## src/rtl/bus_arbiter_pkg.sv

```systemverilog
// Shared types and defaults for the three-master bus arbiter.
package bus_arbiter_pkg;

  typedef enum logic [1:0] {
    StIdle = 2'd0,
    StOwn  = 2'd1,
    StTurn = 2'd2
  } state_e;

  // Owner codes double as the o_grant encoding.
  typedef enum logic [1:0] {
    OwnM0   = 2'd0,
    OwnM1   = 2'd1,
    OwnM2   = 2'd2,
    OwnNone = 2'd3
  } owner_e;

  localparam int unsigned DefTimeoutCycles = 255;
  localparam int unsigned DefStarveLimit   = 4;

endpackage

```

## src/rtl/bus_arbiter_prio.sv

```systemverilog
// Combinational winner select: fixed m0 > m1 > m2, except that a starved m2 wins outright.
module bus_arbiter_prio
  import bus_arbiter_pkg::*;
(
  input  logic   m0_req,
  input  logic   m1_req,
  input  logic   m2_req,
  input  logic   starve,
  output owner_e winner
);

  // Priority encode the requests, with the starve override on top.
  always_comb begin
    winner = OwnNone;
    if (m2_req && starve) begin
      winner = OwnM2;
    end else if (m0_req) begin
      winner = OwnM0;
    end else if (m1_req) begin
      winner = OwnM1;
    end else if (m2_req) begin
      winner = OwnM2;
    end
  end

endmodule

```

## src/rtl/bus_arbiter.sv

```systemverilog
// Three-master bus arbiter (video m0, uart m1, cpu m2) with a one-cycle turnaround between owners.
// Optional bus timeout enabled by defining BUS_ARBITER_TIMEOUT_EN.
module bus_arbiter
  import bus_arbiter_pkg::*;
#(
  parameter int unsigned TIMEOUT_CYCLES = DefTimeoutCycles,
  parameter int unsigned STARVE_LIMIT   = DefStarveLimit
) (
  input  logic        i_clk,
  input  logic        i_reset,
  input  logic [15:0] i_m0_addr,
  input  logic        i_m0_cs,
  output logic        o_m0_ack,
  input  logic [15:0] i_m1_addr,
  input  logic [7:0]  i_m1_dat,
  input  logic        i_m1_we,
  input  logic        i_m1_cs,
  output logic        o_m1_ack,
  input  logic [15:0] i_m2_addr,
  input  logic [7:0]  i_m2_dat,
  input  logic        i_m2_we,
  input  logic        i_m2_cs,
  output logic        o_m2_ack,
  output logic [15:0] o_addr,
  output logic [7:0]  o_dat,
  output logic        o_we,
  output logic        o_cs,
  input  logic        i_ack,
  output logic [1:0]  o_grant,
  output logic        o_err
);

  localparam int unsigned StarveW = (STARVE_LIMIT < 1) ? 1 : $clog2(STARVE_LIMIT + 1);

  state_e               state_q, state_d;
  owner_e               owner_q, owner_d;
  owner_e               winner;
  logic [StarveW-1:0]   starve_q, starve_d;
  logic                 starve_hit;
  logic                 err_q, err_d;
  logic                 owner_cs;
  logic                 tmo_hit;

  assign starve_hit = (starve_q == StarveW'(STARVE_LIMIT));

  bus_arbiter_prio u_prio (
    .m0_req (i_m0_cs),
    .m1_req (i_m1_cs),
    .m2_req (i_m2_cs),
    .starve (starve_hit),
    .winner (winner)
  );

`ifdef BUS_ARBITER_TIMEOUT_EN
  localparam int unsigned TmoW = (TIMEOUT_CYCLES < 2) ? 1 : $clog2(TIMEOUT_CYCLES + 1);

  logic [TmoW-1:0] tmo_q, tmo_d;

  // tmo_q holds the number of completed OWN cycles; the hit fires in the last allowed one.
  assign tmo_hit = (state_q == StOwn) && (tmo_q == TmoW'(TIMEOUT_CYCLES - 1));

  // Count OWN cycles; held at zero elsewhere so every entry to OWN starts fresh.
  always_comb begin
    tmo_d = '0;
    if (state_q == StOwn) begin
      tmo_d = tmo_q + 1'b1;
    end
  end

  // Timeout counter register.
  always_ff @(posedge i_clk) begin
    if (i_reset) begin
      tmo_q <= '0;
    end else begin
      tmo_q <= tmo_d;
    end
  end

  assign o_err = err_q;
`else
  logic unused_timeout_cfg;

  assign tmo_hit            = 1'b0;
  assign unused_timeout_cfg = (TIMEOUT_CYCLES == 0) | err_q;
  assign o_err              = 1'b0;
`endif

  // Next state: grant from IDLE, release on ack / cs drop / timeout, single turnaround cycle.
  always_comb begin
    state_d  = state_q;
    owner_d  = owner_q;
    starve_d = starve_q;
    err_d    = 1'b0;
    unique case (state_q)
      StIdle: begin
        if (winner != OwnNone) begin
          state_d = StOwn;
          owner_d = winner;
          if (winner == OwnM2) begin
            starve_d = '0;
          end else if (i_m2_cs && !starve_hit) begin
            starve_d = starve_q + 1'b1;
          end
        end
      end
      StOwn: begin
        // Ack beats a simultaneous cs drop; both beat the timeout.
        if (i_ack) begin
          state_d = StTurn;
          owner_d = OwnNone;
        end else if (!owner_cs) begin
          state_d = StIdle;
          owner_d = OwnNone;
        end else if (tmo_hit) begin
          state_d = StTurn;
          owner_d = OwnNone;
          err_d   = 1'b1;
        end
      end
      StTurn: begin
        state_d = StIdle;
      end
      default: begin
        state_d = StIdle;
        owner_d = OwnNone;
      end
    endcase
  end

  // State, owner, starve counter and error pulse registers.
  always_ff @(posedge i_clk) begin
    if (i_reset) begin
      state_q  <= StIdle;
      owner_q  <= OwnNone;
      starve_q <= '0;
      err_q    <= 1'b0;
    end else begin
      state_q  <= state_d;
      owner_q  <= owner_d;
      starve_q <= starve_d;
      err_q    <= err_d;
    end
  end

  // Bus mux and ack steering from the registered owner; m0 is read-only.
  always_comb begin
    o_addr   = '0;
    o_dat    = '0;
    o_we     = 1'b0;
    owner_cs = 1'b0;
    o_m0_ack = 1'b0;
    o_m1_ack = 1'b0;
    o_m2_ack = 1'b0;
    o_grant  = OwnNone;
    if (state_q == StOwn) begin
      o_grant = owner_q;
      unique case (owner_q)
        OwnM0: begin
          o_addr   = i_m0_addr;
          owner_cs = i_m0_cs;
          o_m0_ack = i_ack;
        end
        OwnM1: begin
          o_addr   = i_m1_addr;
          o_dat    = i_m1_dat;
          o_we     = i_m1_we;
          owner_cs = i_m1_cs;
          o_m1_ack = i_ack;
        end
        OwnM2: begin
          o_addr   = i_m2_addr;
          o_dat    = i_m2_dat;
          o_we     = i_m2_we;
          owner_cs = i_m2_cs;
          o_m2_ack = i_ack;
        end
        default: begin
          o_grant = OwnNone;
        end
      endcase
    end
  end

  assign o_cs = owner_cs;

endmodule

```

## config.mk

```make
export PLATFORM = sky130hd
export DESIGN_NAME = bus_arbiter
export DESIGN_NICKNAME = d
export VERILOG_FILES = /design/src/rtl/bus_arbiter_pkg.sv /design/src/rtl/bus_arbiter_prio.sv /design/src/rtl/bus_arbiter.sv
export SDC_FILE = /design/constraint.sdc
export NUM_CORES = 1
export LEC_CHECK = 0
export CORE_ASPECT_RATIO = 1.4
export CORE_MARGIN = 2
export CORE_UTILIZATION = 23
export CTS_CLUSTER_SIZE = 25
export DETAILED_ROUTE_END_ITERATION = 7
export PLACE_DENSITY = 0.89
export SYNTH_ARGS = -nofsm -noshare
export SYNTH_HDL_FRONTEND = slang
export SYNTH_SLANG_ARGS = --single-unit
export TNS_END_PERCENT = 30
```

## constraint.sdc

```tcl
create_clock -name i_clk -period 1.6 [get_ports i_clk]
set_input_delay 0.24 -clock i_clk [delete_from_list [all_inputs] [get_ports i_clk]]
set_output_delay 0.24 -clock i_clk [all_outputs]
set_load 0.05 [all_outputs]
```

# == After elaboration in Yosys (flattened, before gate mapping) ==
# Index checks and enable logic that the tools add are counted.
# op_classes
add_sub_neg,1
n_eq_ne,9
mux,30
bitwise_logic,1
n_reduce_logical,10
# ops
cell,count
one-hot mux 16 bit (3 select lines),1
2-to-1 mux 2 bit,11
2-to-1 mux 16 bit,1
one-hot mux 8 bit (2 select lines),1
2-to-1 mux 1 bit,9
2-to-1 mux 8 bit,1
equality test 2 bit (second input constant),3
2-to-1 mux 3 bit,2
one-hot mux 2 bit (3 select lines),1
AND reduction 3 bit,2
equality test 2 x 1 -> 1 bit (second input constant),2
zero test 2 bit,2
!= test 2 bit (second input constant),2
one-hot mux 2 bit (2 select lines),1
adder 3 x 1 -> 3 bit (second input constant),1
equality test 3 bit (second input constant),1
!= test 3 bit (second input constant),1
one-hot mux 1 bit (3 select lines),1
OR reduction 3 bit,1
logical AND 1 bit,2
one-hot mux 1 bit (2 select lines),1
AND reduction 2 bit,1
nonzero test 2 bit,1
zero test 1 bit,1
NOT 1 bit,1
# word_totals
reg_bits,7
inputBits,72
output_inout_bits,32
word_cells,54

# == Longest topological paths before layout ==
# Gate-level depths: netlist of run 1.
# logic_depth
word_depth,7
mapped_depth,7

# == By module ==
# Synthesis of run 1 repeated with hierarchy kept, for this count alone.
# hier_totals
cells_unflattened,124
area_unflattened_um2,898.4
# modules_own_cells
mod,n_inst,cells_per_inst,area_per_inst_um2,seq_area_each_um2
bus_arbiter,1,120,874.6,140.1
bus_arbiter_prio,1,4,23.8,0.0

# == Worst setup path after synthesis of run 1 ==
# No wires, ideal clock.
# synth_path
path_kind,flip-flop to output port
start,register owner_q[0]
end,output port o_addr[10]
t_arrival_ps,1914
required_time_ps,1360
slack_ps,-554
stages_incl_launch_ff,6
path_buffers,2
path_cell_list,dfxtp_1 ha_1 or3b_1 clkbuf_1 clkbuf_1 nor2_1
# synth_via
elab_chain_len,3
word_cells_on_any_way,5
classes_between,eq/ne: 2; mux: 2; reduce/logical: 1
# synth_lines
item,line_no,source
start: declaration,bus_arbiter.sv:36,"owner_e owner_q, owner_d;"
start signal: assignment,bus_arbiter.sv:134,owner_q <= OwnNone;
start signal: assignment,bus_arbiter.sv:139,owner_q <= owner_d;
equality test 2 bit (tied with other cells),bus_arbiter.sv:157,unique case (owner_q)
one-hot mux 16 bit (3 select lines) *,bus_arbiter.sv:157,
2-to-1 mux 16 bit *,bus_arbiter.sv:155,if (state_q == StOwn) begin
end: declaration,bus_arbiter.sv:24,"output logic [15:0] o_addr,"
# Mark *: on every way between the ends. The rest lies on a longest branch, timed or not.

# == Final worst setup path of run 1 ==
# layout_path
start,register owner_q[0]
end,output port o_grant[1]
# layout_via
elab_chain_len,4
word_cells_on_any_way,6
classes_between,eq/ne: 2; mux: 2; reduce/logical: 2
# layout_lines
item,line_no,source
equality test 2 bit (tied with other cells),bus_arbiter.sv:157,
OR reduction 3 bit (no source line) *,--,
2-to-1 mux 2 bit *,bus_arbiter.sv:157,
2-to-1 mux 2 bit *,bus_arbiter.sv:155,
end: declaration,bus_arbiter.sv:29,"output logic [1:0] o_grant,"
# Marked as above.

==> metrics.cfg, run 1 <==
[status]
outcome = finished, violations left
failing_checks = setup timing

[yosys]
synth_area_per_cell_um2 = 7.15
synth_enable_flop_cells = 0
mappedNetlistNets = 192
leading_post_synthesis_cells_by_instance_count = sky130_fd_sc_hd__nor2_1 (31), sky130_fd_sc_hd__a222oi_1 (17), sky130_fd_sc_hd__a22oi_1 (10), sky130_fd_sc_hd__clkbuf_1 (10), sky130_fd_sc_hd__dfxtp_1 (7)
synth_top_area_share_pct = 20.9
synth.area.mux_share_pct = 1.23
post-synth-top-count-cell = sky130_fd_sc_hd__nor2_1
synth.largest_area_cell = sky130_fd_sc_hd__a222oi_1
yosys_register_bits = 7
post_synthesis_xor_xnor_area_fraction_pct = 0
yosys-top-cells-area = sky130_fd_sc_hd__a222oi_1 (21%), sky130_fd_sc_hd__dfxtp_1 (17%), sky130_fd_sc_hd__nor2_1 (14%)
postSynth.topFlopCell = sky130_fd_sc_hd__dfxtp_1
ys_seq_area_share_pct = 17.2
synth_cell_type_count = 26
dominant_combinational_cell_family_by_area_after_synthesis = compound AO/OA/AOI/OAI gates
ys.warnings.count = 0
synthesis.area_um2 = 815
post_synth_and_or_nand_nor_area_fraction_pct = 28.3
syn-instance-count = 114
async_reset_ff_share_pct = 0
synth-adder-area-share_pct = 9.22
synth_compound_gate_area_share_pct = 36.3

[route]
detail-route-antenna-nets = 0
detail_route.wirelength_um = 5370
detailedRoute.firstIterationViolations = 110
detail_route.first_pass.iterations = 7
vias = 1547
wl_per_cell_um = 18.6
vias_per_cell = 5.35
drcViolationCount = 0

[clocking]
clock_path_buffers = 2
cts_tree = done
clkSinkCount = 7
cts.root.buffer_cell = sky130_fd_sc_hd__clkbuf_8
cts_buffers = 3
cts-htree-levels = 1
clk_pin_slew_worst_paths_ps = 50
postCtsHoldBufs = 0
worst_skew_pair.late_latency_ps = 240

[sta]
final_critical_path_setup_slack_ps = -379
timing.final.setup_violations = 32
report.final.slew_viol_count = 0
hold_viol = 0
period_needed_ps = 1980
unrepaired_setup_endpoints_after_global_routing = yes
final_period_utilization_pct = 124
final.hold.worst_slack_ps = 503
clock_skew_ps = 7.68
max_freq_mhz = 505

[power]
design_power_total_mw = 1.37
p_leak_nw = 1.05
power_density_nw_per_um2 = 478
vdd_drop_max_uv = 700

[worst_setup_path]
rr_startpoint = owner_q[0]$_SDFFE_PP1P_
criticalPathCategory = reg2out
setup.worst_path.end_class = primary output
rrSetupSlack_ps = -250
critical_path_arrival_ps = 1740
crit_path_start_kind = register
critical_path.max_fanout = 7
worst-endpoint-required_ps = 1360
worstSetupStartpoint = owner_q[0]$_SDFFE_PP1P_

[hold_path]
hold_path.startpoint = i_m2_cs
class_of_the_worst_hold_path = in2reg

[floorplan]
initial_utilization_pct = 24.1
site_rows = 25
fp.dieW_um = 54.3
core_area_um2 = 3380
dieHeight_um = 74.4
num_io_pins = 104
floorplan.die_area_um2 = 4040

[placed_design]
dpl_cell_area_um2 = 2630
dpl.hpwl_um = 3880
input_output_buffers = 102
gp_congestion = 0.838

[final_layout]
final_design_area_no_fill_um2 = 2860
filler_cell_count = 190
diodes = 0
final_core_util_pct = 84.7
drive_above_1_share_pct = 50.6
nets = 328
area_overhead_vs_synth_pct = 251

[global_route]
overflow = 0
grt_use_total_pct = 26.9
grt_antenna_before_repair = 0
grt_pass1_wl_um = 7950
grt_max_degree = 12
vias_in_the_first_global_route = 1718

[job]
cap_violations = 0

per-layer routing:
| layer | global-route usage, % | routed length [um] |
|---|---|---|
| met5 | 0 | 0 |
| met4 | 9.17 | 136 |
| met3 | 3.82 | 440 |
| met2 | 55.0 | 3160 |
| met1 | 25.4 | 1640 |
what timing repair did:
action,4_1_cts,5_1_grt
setup buffers,1,1
pin swaps,7,11
resized for setup,33,9
gates cloned,0,1
setup endpoints to repair,37,35
logic make-up after synthesis:
| logic type | after synthesis |
|---|---|
| AND/OR/NAND/NOR | 49 |
| other | 1 |
| buffers and inverters | 15 |
| multiplexers | 1 |
| flip-flops | 7 |
| adder cells (fa/ha/maj) | 6 |
| AO/OA/AOI/OAI | 35 |
layout make-up:
| cell class | instances | area (um2) | share of cell area, % |
|---|---|---|---|
| flip-flops and latches | 7 | 148 | 5.16 |
| well taps | 40 | 50.0 | 1.75 |
| inverters | 4 | 22.5 | 0.787 |
| multi-input cells | 92 | 897 | 31.3 |
| clock inverters | 1 | 5.00 | 0.175 |
| repair buffers | 142 | 1700 | 59.4 |
| clock buffers | 3 | 41.3 | 1.44 |
per-stage QoR:
step                cells  setup WS [ps]  setup TNS [ps]
floorplan             114           -107           -2380
global placement      282           -227           -2270
detailed placement    282           -310           -4080
CTS                   287           -358           -8700
global route          289           -415          -10090
finish                289           -379           -8510
worst paths after layout:
kind | to | depth (start not counted)
setup / recovery | o_grant[1] | 5
hold reg to reg | starve_q[2]$_SDFFE_PP0P_ | 2
setup reg to reg | owner_q[0]$_SDFFE_PP1P_ | 5
hold / removal | owner_q[1]$_SDFFE_PP1P_ | 3
power breakdown:
part	internal, mW	switching, mW
Clock	0.170	0.0960
Combinational	0.497	0.403
Sequential	0.188	0.0150
Total	0.855	0.514
layout by cell type (no fill, tap or decap), types with 3 or more instances in the layout:
master,synthesis,routed
sky130_fd_sc_hd__ha_4,0,3
sky130_fd_sc_hd__clkbuf_8,0,3
sky130_fd_sc_hd__a22oi_2,0,9
sky130_fd_sc_hd__and3_4,0,3
sky130_fd_sc_hd__clkdlybuf4s50_1,0,70
sky130_fd_sc_hd__buf_6,0,7
sky130_fd_sc_hd__nor2_2,0,6
sky130_fd_sc_hd__a222oi_1,17,17
sky130_fd_sc_hd__nor2_1,31,5
sky130_fd_sc_hd__nor2_4,0,20
sky130_fd_sc_hd__dfxtp_1,7,5
sky130_fd_sc_hd__buf_12,0,34
sky130_fd_sc_hd__nand2_1,4,3
sky130_fd_sc_hd__buf_4,1,28
sky130_fd_sc_hd__a21oi_1,3,3
state kept, by name, indices dropped and copies added (netlist names):
| signal | flops |
|---|---|
| owner_q | 2 |
| starve_q | 3 |
| state_q | 2 |
worst max-delay path, stage by stage (launching register included):
cell and delay, ps:
sky130_fd_sc_hd__dfxtp_4 360, sky130_fd_sc_hd__ha_2 180, sky130_fd_sc_hd__or3b_4 400, sky130_fd_sc_hd__buf_4 190, sky130_fd_sc_hd__nand2b_1 200, sky130_fd_sc_hd__buf_12 170
No activity file was read; power rests on OpenSTA's default activity.
==> inputs of run 2 (changes only) <==
- CAP_MARGIN: not set -> 15
==> results of run 2 <==
The final DEF is identical to that of run 1; final timing and power are the same.
